===== config.mk =====
export PLATFORM = sky130hd
export DESIGN_NAME = alu_seq_ctrl
export DESIGN_NICKNAME = d
export VERILOG_FILES = /design/src/rtl/alu_seq_ctrl_pkg.sv /design/src/rtl/alu_op_decode.sv /design/src/rtl/alu_seq_ctrl.sv
export SDC_FILE = /design/constraint.sdc
export NUM_CORES = 1
export LEC_CHECK = 0
export CAP_MARGIN = 20
export CORE_UTILIZATION = 49
export DETAILED_ROUTE_END_ITERATION = 8
export PLACE_DENSITY = 0.76
export RECOVER_POWER = 100
export SKIP_LAST_GASP = 1
export SLEW_MARGIN = 20
export SYNTH_ARGS = -nofsm -noshare
export SYNTH_HDL_FRONTEND = slang
export SYNTH_SLANG_ARGS = --single-unit

===== constraint.sdc =====
create_clock -name clk -period 3.2 [get_ports clk]
set_input_delay 0.48 -clock clk [delete_from_list [all_inputs] [get_ports clk]]
set_output_delay 0.48 -clock clk [all_outputs]
set_load 0.02 [all_outputs]

===== src/rtl/alu_seq_ctrl_pkg.sv =====
// Shared opcode map, ALU operation encodings, sequencer state and the
// control bundle that travels from decode to the execute-stage ALU.
package alu_ctrl_pkg;

   localparam logic [4:0] OP_HALT   = 5'b00000;
   localparam logic [4:0] OP_LBI    = 5'b11000;
   localparam logic [4:0] OP_RALU   = 5'b11011;
   localparam logic [4:0] OP_SEQ    = 5'b11100;
   localparam logic [4:0] OP_SLT    = 5'b11101;
   localparam logic [4:0] OP_SLE    = 5'b11110;
   localparam logic [4:0] OP_SCO    = 5'b11111;
   localparam logic [4:0] OP_SLBI   = 5'b10010;
   localparam logic [4:0] OP_ADDI   = 5'b01000;
   localparam logic [4:0] OP_SUBI   = 5'b01001;
   localparam logic [4:0] OP_XORI   = 5'b01010;
   localparam logic [4:0] OP_ANDNI  = 5'b01011;
   localparam logic [4:0] OP_RSHIFT = 5'b11010;
   localparam logic [4:0] OP_ROLI   = 5'b10100;
   localparam logic [4:0] OP_SLLI   = 5'b10101;
   localparam logic [4:0] OP_RORI   = 5'b10110;
   localparam logic [4:0] OP_SRLI   = 5'b10111;

   localparam logic [1:0] FN_ADD  = 2'b00;
   localparam logic [1:0] FN_SUB  = 2'b01;
   localparam logic [1:0] FN_XOR  = 2'b10;
   localparam logic [1:0] FN_ANDN = 2'b11;

   localparam logic [2:0] ALU_ROL = 3'b000;
   localparam logic [2:0] ALU_SLL = 3'b001;
   localparam logic [2:0] ALU_ROR = 3'b010;
   localparam logic [2:0] ALU_SRL = 3'b011;
   localparam logic [2:0] ALU_ADD = 3'b100;
   localparam logic [2:0] ALU_OR  = 3'b101;
   localparam logic [2:0] ALU_XOR = 3'b110;
   localparam logic [2:0] ALU_AND = 3'b111;

   typedef enum logic [1:0] {
      ST_IDLE  = 2'b00,
      ST_ISSUE = 2'b01,
      ST_SHIFT = 2'b10
   } seq_state_e;

   typedef struct packed {
      logic       inv_a;
      logic       inv_b;
      logic       sign;
      logic       cin;
      logic       pass_a;
      logic       pass_b;
      logic [2:0] op;
   } alu_ctrl_t;

   localparam alu_ctrl_t CTRL_ZERO = '0;

   function automatic alu_ctrl_t mk_ctrl(
      input logic       inv_a,
      input logic       inv_b,
      input logic       sign,
      input logic       cin,
      input logic [2:0] op
   );
      alu_ctrl_t c;
      c        = CTRL_ZERO;
      c.inv_a  = inv_a;
      c.inv_b  = inv_b;
      c.sign   = sign;
      c.cin    = cin;
      c.op     = op;
      return c;
   endfunction

endpackage


===== src/rtl/alu_op_decode.sv =====
// Combinational opcode/funct decode into the ALU control bundle; shift
// instructions report their shift code in the bundle's op field.
module alu_op_decode
   import alu_ctrl_pkg::*;
(
   input  logic [4:0] alu_op,
   input  logic [1:0] alu_funct,
   output alu_ctrl_t  ctrl,
   output logic       is_shift,
   output logic       illegal
);

   always_comb begin
      ctrl     = CTRL_ZERO;
      is_shift = 1'b0;
      illegal  = 1'b0;
      case (alu_op)
         OP_HALT:  ctrl = CTRL_ZERO;
         OP_LBI:   ctrl.pass_b = 1'b1;
         OP_RALU: begin
            case (alu_funct)
               FN_ADD:  ctrl = mk_ctrl(1'b0, 1'b0, 1'b0, 1'b0, ALU_ADD);
               FN_SUB:  ctrl = mk_ctrl(1'b1, 1'b0, 1'b0, 1'b1, ALU_ADD);
               FN_XOR:  ctrl = mk_ctrl(1'b0, 1'b0, 1'b0, 1'b0, ALU_XOR);
               FN_ANDN: ctrl = mk_ctrl(1'b0, 1'b1, 1'b0, 1'b0, ALU_AND);
               default: illegal = 1'b1;
            endcase
         end
         OP_SEQ:            ctrl = mk_ctrl(1'b1, 1'b0, 1'b0, 1'b1, ALU_ADD);
         OP_SLT, OP_SLE:    ctrl = mk_ctrl(1'b0, 1'b1, 1'b0, 1'b1, ALU_ADD);
         OP_SCO:            ctrl = mk_ctrl(1'b0, 1'b0, 1'b0, 1'b0, ALU_ADD);
         OP_SLBI:           ctrl = mk_ctrl(1'b0, 1'b0, 1'b0, 1'b0, ALU_OR);
         OP_ADDI:           ctrl = mk_ctrl(1'b0, 1'b0, 1'b1, 1'b0, ALU_ADD);
         OP_SUBI:           ctrl = mk_ctrl(1'b1, 1'b0, 1'b0, 1'b1, ALU_ADD);
         OP_XORI:           ctrl = mk_ctrl(1'b0, 1'b0, 1'b0, 1'b0, ALU_XOR);
         OP_ANDNI:          ctrl = mk_ctrl(1'b0, 1'b1, 1'b0, 1'b0, ALU_AND);
         // funct order matches the shift encodings ROL/SLL/ROR/SRL directly
         OP_RSHIFT: begin
            is_shift = 1'b1;
            ctrl.op  = {1'b0, alu_funct};
         end
         OP_ROLI, OP_SLLI, OP_RORI, OP_SRLI: begin
            is_shift = 1'b1;
            ctrl.op  = {1'b0, alu_op[1:0]};
         end
         default: illegal = 1'b1;
      endcase
   end

endmodule


===== src/rtl/alu_seq_ctrl.sv =====
// Execute-stage ALU sequencer: accepts one instruction per handshake and
// streams registered micro-ops, expanding shifts into single-bit steps.
//
//   state    | meaning
//   ---------+-----------------------------------------------------------
//   ST_IDLE  | no instruction in flight, output empty, ready for input
//   ST_ISSUE | single micro-op (incl. illegal / zero shift) awaiting consume
//   ST_SHIFT | shift expansion; count_q = micro-ops left including current
module alu_seq_ctrl
   import alu_ctrl_pkg::*;
#(
   parameter int WIDTH   = 16,
   parameter int SHAMT_W = $clog2(WIDTH)
) (
   input  logic               clk,
   input  logic               rst_n,
   input  logic               in_valid,
   output logic               in_ready,
   input  logic [4:0]         alu_op,
   input  logic [1:0]         alu_funct,
   input  logic [SHAMT_W-1:0] shamt,
   output logic               out_valid,
   input  logic               out_ready,
   output logic               invA,
   output logic               invB,
   output logic               sign,
   output logic               cin,
   output logic               passA,
   output logic               passB,
   output logic [2:0]         op_to_alu,
   output logic               feedback,
   output logic               last,
   output logic               illegal,
   output logic               busy
);

   seq_state_e         state_q,     state_d;
   logic [SHAMT_W-1:0] count_q,     count_d;
   logic               out_valid_q, out_valid_d;
   alu_ctrl_t          ctrl_q,      ctrl_d;
   logic               feedback_q,  feedback_d;
   logic               last_q,      last_d;
   logic               illegal_q,   illegal_d;

   alu_ctrl_t dec_ctrl;
   logic      dec_is_shift;
   logic      dec_illegal;
   logic      accept;
   logic      consume;
   logic      shift_start;

   alu_op_decode u_decode (
      .alu_op    (alu_op),
      .alu_funct (alu_funct),
      .ctrl      (dec_ctrl),
      .is_shift  (dec_is_shift),
      .illegal   (dec_illegal)
   );

   assign consume     = out_valid_q && out_ready;
   assign in_ready    = (state_q == ST_IDLE) || (last_q && consume);
   assign accept      = in_valid && in_ready;
   assign shift_start = dec_is_shift && (shamt != '0);

   always_ff @(posedge clk or negedge rst_n) begin
      if (!rst_n) begin
         state_q     <= ST_IDLE;
         count_q     <= '0;
         out_valid_q <= 1'b0;
         ctrl_q      <= CTRL_ZERO;
         feedback_q  <= 1'b0;
         last_q      <= 1'b0;
         illegal_q   <= 1'b0;
      end else begin
         state_q     <= state_d;
         count_q     <= count_d;
         out_valid_q <= out_valid_d;
         ctrl_q      <= ctrl_d;
         feedback_q  <= feedback_d;
         last_q      <= last_d;
         illegal_q   <= illegal_d;
      end
   end

   always_comb begin
      state_d = state_q;
      case (state_q)
         ST_ISSUE: if (consume) state_d = ST_IDLE;
         ST_SHIFT: if (consume && last_q) state_d = ST_IDLE;
         default:  state_d = state_q;
      endcase
      // an accept can coincide with the predecessor's final consume
      if (accept) begin
         state_d = shift_start ? ST_SHIFT : ST_ISSUE;
      end
   end

   always_comb begin
      out_valid_d = out_valid_q;
      ctrl_d      = ctrl_q;
      feedback_d  = feedback_q;
      last_d      = last_q;
      illegal_d   = illegal_q;
      count_d     = count_q;

      if (consume) begin
         if (state_q == ST_SHIFT && !last_q) begin
            count_d    = count_q - SHAMT_W'(1);
            feedback_d = 1'b1;
            last_d     = (count_q == SHAMT_W'(2));
         end else begin
            out_valid_d = 1'b0;
            ctrl_d      = CTRL_ZERO;
            feedback_d  = 1'b0;
            last_d      = 1'b0;
            illegal_d   = 1'b0;
            count_d     = '0;
         end
      end

      if (accept) begin
         out_valid_d = 1'b1;
         feedback_d  = 1'b0;
         illegal_d   = dec_illegal;
         count_d     = '0;
         if (shift_start) begin
            ctrl_d  = dec_ctrl;
            last_d  = (shamt == SHAMT_W'(1));
            count_d = shamt;
         end else if (dec_is_shift) begin
            // zero-distance shift degenerates to a pass-through of A
            ctrl_d        = CTRL_ZERO;
            ctrl_d.pass_a = 1'b1;
            ctrl_d.op     = ALU_ROL;
            last_d        = 1'b1;
         end else begin
            ctrl_d = dec_ctrl;
            last_d = 1'b1;
         end
      end
   end

   assign out_valid = out_valid_q;
   assign invA      = ctrl_q.inv_a;
   assign invB      = ctrl_q.inv_b;
   assign sign      = ctrl_q.sign;
   assign cin       = ctrl_q.cin;
   assign passA     = ctrl_q.pass_a;
   assign passB     = ctrl_q.pass_b;
   assign op_to_alu = ctrl_q.op;
   assign feedback  = feedback_q;
   assign last      = last_q;
   assign illegal   = illegal_q;
   assign busy      = (state_q != ST_IDLE);

endmodule


==> impl_metrics.toml <==
[timing]
report.final.setup_viol = 0
finalWorstSetupSlack_ns = 0.699
hold_violations = 0
fin_crit_sh_pct = 78.2
fin_crit_ns = 2.50
max_freq_mhz = 400
final_max_slew_viol_count = 0
whs_ns = 0.486
setup-tns-final_ns = 0
clock_skew_ns = 0.0141
worst_pin_slew_ns = 1.34
slew_headroom_pct = 9.56
unrepaired_setup_endpoints_after_global_routing = "no"

[pwr]
total_power_mw = 0.435
pwr_density_cell_mw_per_mm2 = 285
vdd.ir_drop.worst_mv = 0.291
power.leakage_nw = 0.685

[placement]
detailedPlace.worstSlack_ns = 0.745
port-buffer-count = 29
routabilityCongestion = 0.902
dp.final_hpwl_mm = 2.30
placedCellCount = 195

[synthesis]
synth.top_cell.area_share_pct = 38.7
synth.distinct_cells = 46
part_of_the_yosys_area_used_for_sequential_elements_pct = 38.7
synth_area_per_cell_um2 = 8.48
synth_edf_count = 0
async_reset_ff_share_pct = 100
post_synthesis_cell_area_mm2 = 0.00123
yosys_most_used_dff = "sky130_fd_sc_hd__dfrtp_1"
post_synth_main_area_contributors = "sky130_fd_sc_hd__dfrtp_1 (39%), sky130_fd_sc_hd__nand2_1 (7.3%), sky130_fd_sc_hd__nor2_1 (4.0%), sky130_fd_sc_hd__o21ai_0 (3.7%), sky130_fd_sc_hd__a21oi_1 (2.4%)"
synth_seq_cells = 19
synth.largest_area_cell = "sky130_fd_sc_hd__dfrtp_1"
synthesis.nets = 162
synthCells = 145
synth_warnings = 0

[grt]
antenna_found_initial = 0
grt_pass1_vias = 1162
global_route.overflow_total = 0
grt_use_total_pct = 25.8
grt_start_max_net_pins = 20
grt_pass1_wl_mm = 5.23

[route]
initialDrtViolationCount = 46
first_pass_iters = 4
routed_wl_mm = 3.05
route.detailed.wl_per_inst_um = 15.3
route.vias.total = 1214
drc = 0
drtAntennaViolNets = 0
vias_per_cell = 6.10

[die]
core_area_mm2 = 0.00230
initial_core_util_pct = 53.5
die_x_um = 52.1
dieArea_mm2 = 0.00271
fp-row-count = 17
num_io_pins = 30
chip_height_um = 52.1

[worst_setup_path]
crit_top_cell = "sky130_fd_sc_hd__nand2_1"
slowest_delay_ns = 0.67
path_class = "in -> out"
cp-start-kind = "input pin"
worst_ep_arrival_time_ns = 2.02
cp.buffers_inverters = 2
cp_data_required_time_ns = 2.72
path_delay_family = "buffers and inverters"
path_cells = "clkdlybuf4s50_1 -> and2_1 -> nand2_1 -> nand2_1 -> dlygate4sd3_1"
critPathMaxFanout = 5
critPathCaptureType = "output pin"
critical-path-slowest-cell = "sky130_fd_sc_hd__dlygate4sd3_1"

[clocking]
cts_tree = "done"
clk_root_buffer_cell = "sky130_fd_sc_hd__clkbuf_4"
post_cts_hold_buffer_count = 0
cts_resized = 0
cts_made_buffers = 3
h-tree-depth = 1
insertion_delay_to_the_later_sink_of_the_worst_skew_pair_ns = 0.30
cts_max_path_buffers = 2
post_cts.repair.setup_buffers = 0
clkSinkCount = 19
path_clk_slew_ns = 0.10

[final_layout]
final_cells = 199
fill_cells = 200
post_route_cells_drive_above_1_share_pct = 4.68
design.final.nets = 189
flow.area_growth_from_synthesis_pct = 24.0
antennaDiodeCount = 0

[run]
cap_violations = 0

[status]
status = "completed"

[worst_hold_path]
hold_path_class = "reg -> reg"
kinds of logic (layout without fill, tap and decap cells):
kind of cell               count (synthesis)  in the layout  synth area share (%)
adders and majority gates                  3              3                  2.85
DFF                                       19             19                  38.7
buffers and inverters                     15             41                  6.10
xor gates and xnor gates                   1              1                 0.712
and+or+nand+nor                           60             60                  24.6
AOI/OAI and AO/OA                         47             47                  27.1
routing by layer:
metal | up-vias | part of all wire (%) | GRT usage [%]
li1 | 581 | - | -
met3 | 0 | 6.5 | 5.56
met1 | 578 | 43 | 31.9
met2 | 55 | 50 | 47.2
met4 | 0 | 0 | 1.35
met5 | - | 0 | 0
area by class of cell:
type / count / area, µm² / area share (%)
Timing Repair Buffer: 29 / 290 / 19.0
Multi-Input combinational cell: 111 / 667 / 43.7
Inverter: 8 / 30.0 / 1.97
Tap cell: 28 / 35.0 / 2.30
Clock buffer: 3 / 22.5 / 1.48
Sequential cell: 19 / 475 / 31.2
Clock inverter: 1 / 5.00 / 0.328
layout by cell type, fill, tap and decap left out, types with 2 or more instances in the layout:
cell	netlist	routed
sky130_fd_sc_hd__clkbuf_4	0	3
sky130_fd_sc_hd__a21oi_1	6	6
sky130_fd_sc_hd__a22o_1	3	3
sky130_fd_sc_hd__a221o_1	2	2
sky130_fd_sc_hd__dfrtp_1	19	19
sky130_fd_sc_hd__nor4b_1	2	2
sky130_fd_sc_hd__and2_1	2	2
sky130_fd_sc_hd__nand2b_1	3	3
sky130_fd_sc_hd__ha_1	2	2
sky130_fd_sc_hd__nor2b_1	3	3
sky130_fd_sc_hd__clkdlybuf4s50_1	0	11
sky130_fd_sc_hd__o41ai_1	2	2
sky130_fd_sc_hd__o21ai_0	9	14
sky130_fd_sc_hd__o31ai_1	3	3
sky130_fd_sc_hd__nor2_1	13	13
sky130_fd_sc_hd__a32o_1	2	2
sky130_fd_sc_hd__a22oi_1	2	2
sky130_fd_sc_hd__nand2_1	24	24
sky130_fd_sc_hd__inv_1	8	8
sky130_fd_sc_hd__o22ai_1	2	2
sky130_fd_sc_hd__nor3_1	3	3
sky130_fd_sc_hd__o21ai_1	5	2
sky130_fd_sc_hd__dlygate4sd3_1	0	18
Yosys cell counts (2+ instances only):
cell and number:
sky130_fd_sc_hd__inv_1 8, sky130_fd_sc_hd__a21oi_1 6, sky130_fd_sc_hd__o31ai_1 3, sky130_fd_sc_hd__ha_1 2
sky130_fd_sc_hd__nand2b_1 3, sky130_fd_sc_hd__nor3_1 3, sky130_fd_sc_hd__a32o_1 2, sky130_fd_sc_hd__nor2_1 13
sky130_fd_sc_hd__a22o_1 3, sky130_fd_sc_hd__nor2b_1 3, sky130_fd_sc_hd__o21ai_0 9, sky130_fd_sc_hd__dfrtp_1 19
sky130_fd_sc_hd__o41ai_1 2, sky130_fd_sc_hd__o21ai_1 5, sky130_fd_sc_hd__nand2_1 24, sky130_fd_sc_hd__buf_4 2
sky130_fd_sc_hd__a22oi_1 2, sky130_fd_sc_hd__and2_1 2, sky130_fd_sc_hd__a221o_1 2, sky130_fd_sc_hd__buf_2 3
sky130_fd_sc_hd__o21ai_2 2, sky130_fd_sc_hd__nor4b_1 2, sky130_fd_sc_hd__o22ai_1 2
tightest hold or removal path, delay by kind of cell, from the launching register on:
kind	cells	cell delay [ns]
AND/OR/NAND/NOR	1	0.05
flip-flops	1	0.35
AO/OA/AOI/OAI	1	0.06
per-stage QoR:
stage	utilization (%)	area, µm²
finish	66.4	1530
global route	66.4	1530
CTS	66.9	1540
detailed placement	65.7	1510
global placement	65.7	1510
floorplan	-	1230
flip-flops by register name, indices dropped and copies added, names as in the netlist:
name,cells
feedback,1
op_to_alu,3
out_valid,1
invB,1
invA,1
state_q,2
passA,1
passB,1
cin,1
count_q,4
sign,1
illegal,1
last,1
where the power goes:
group	total (mW)	internal (mW)	switching, mW
logic	0.0706	0.0314	0.0392
clock network	0.120	0.0466	0.0734
registers	0.245	0.242	0.00260
total	0.435	0.320	0.115
final timing paths:
path / start / to / slack (ns) / depth (start not counted)
max: out_ready / in_ready / 0.70 / 5
min: op_to_alu[0] / op_to_alu[0] / 0.49 / 2
max reg2reg: out_valid / op_to_alu[1] / 1.16 / 4
min reg2reg: op_to_alu[0] / op_to_alu[0] / 0.49 / 2
max in group asynchronous: rst_n / passA / 1.94 / 1
min in group asynchronous: rst_n / state_q[0] / 0.72 / 1
Power figures use the tool's default switching activity.
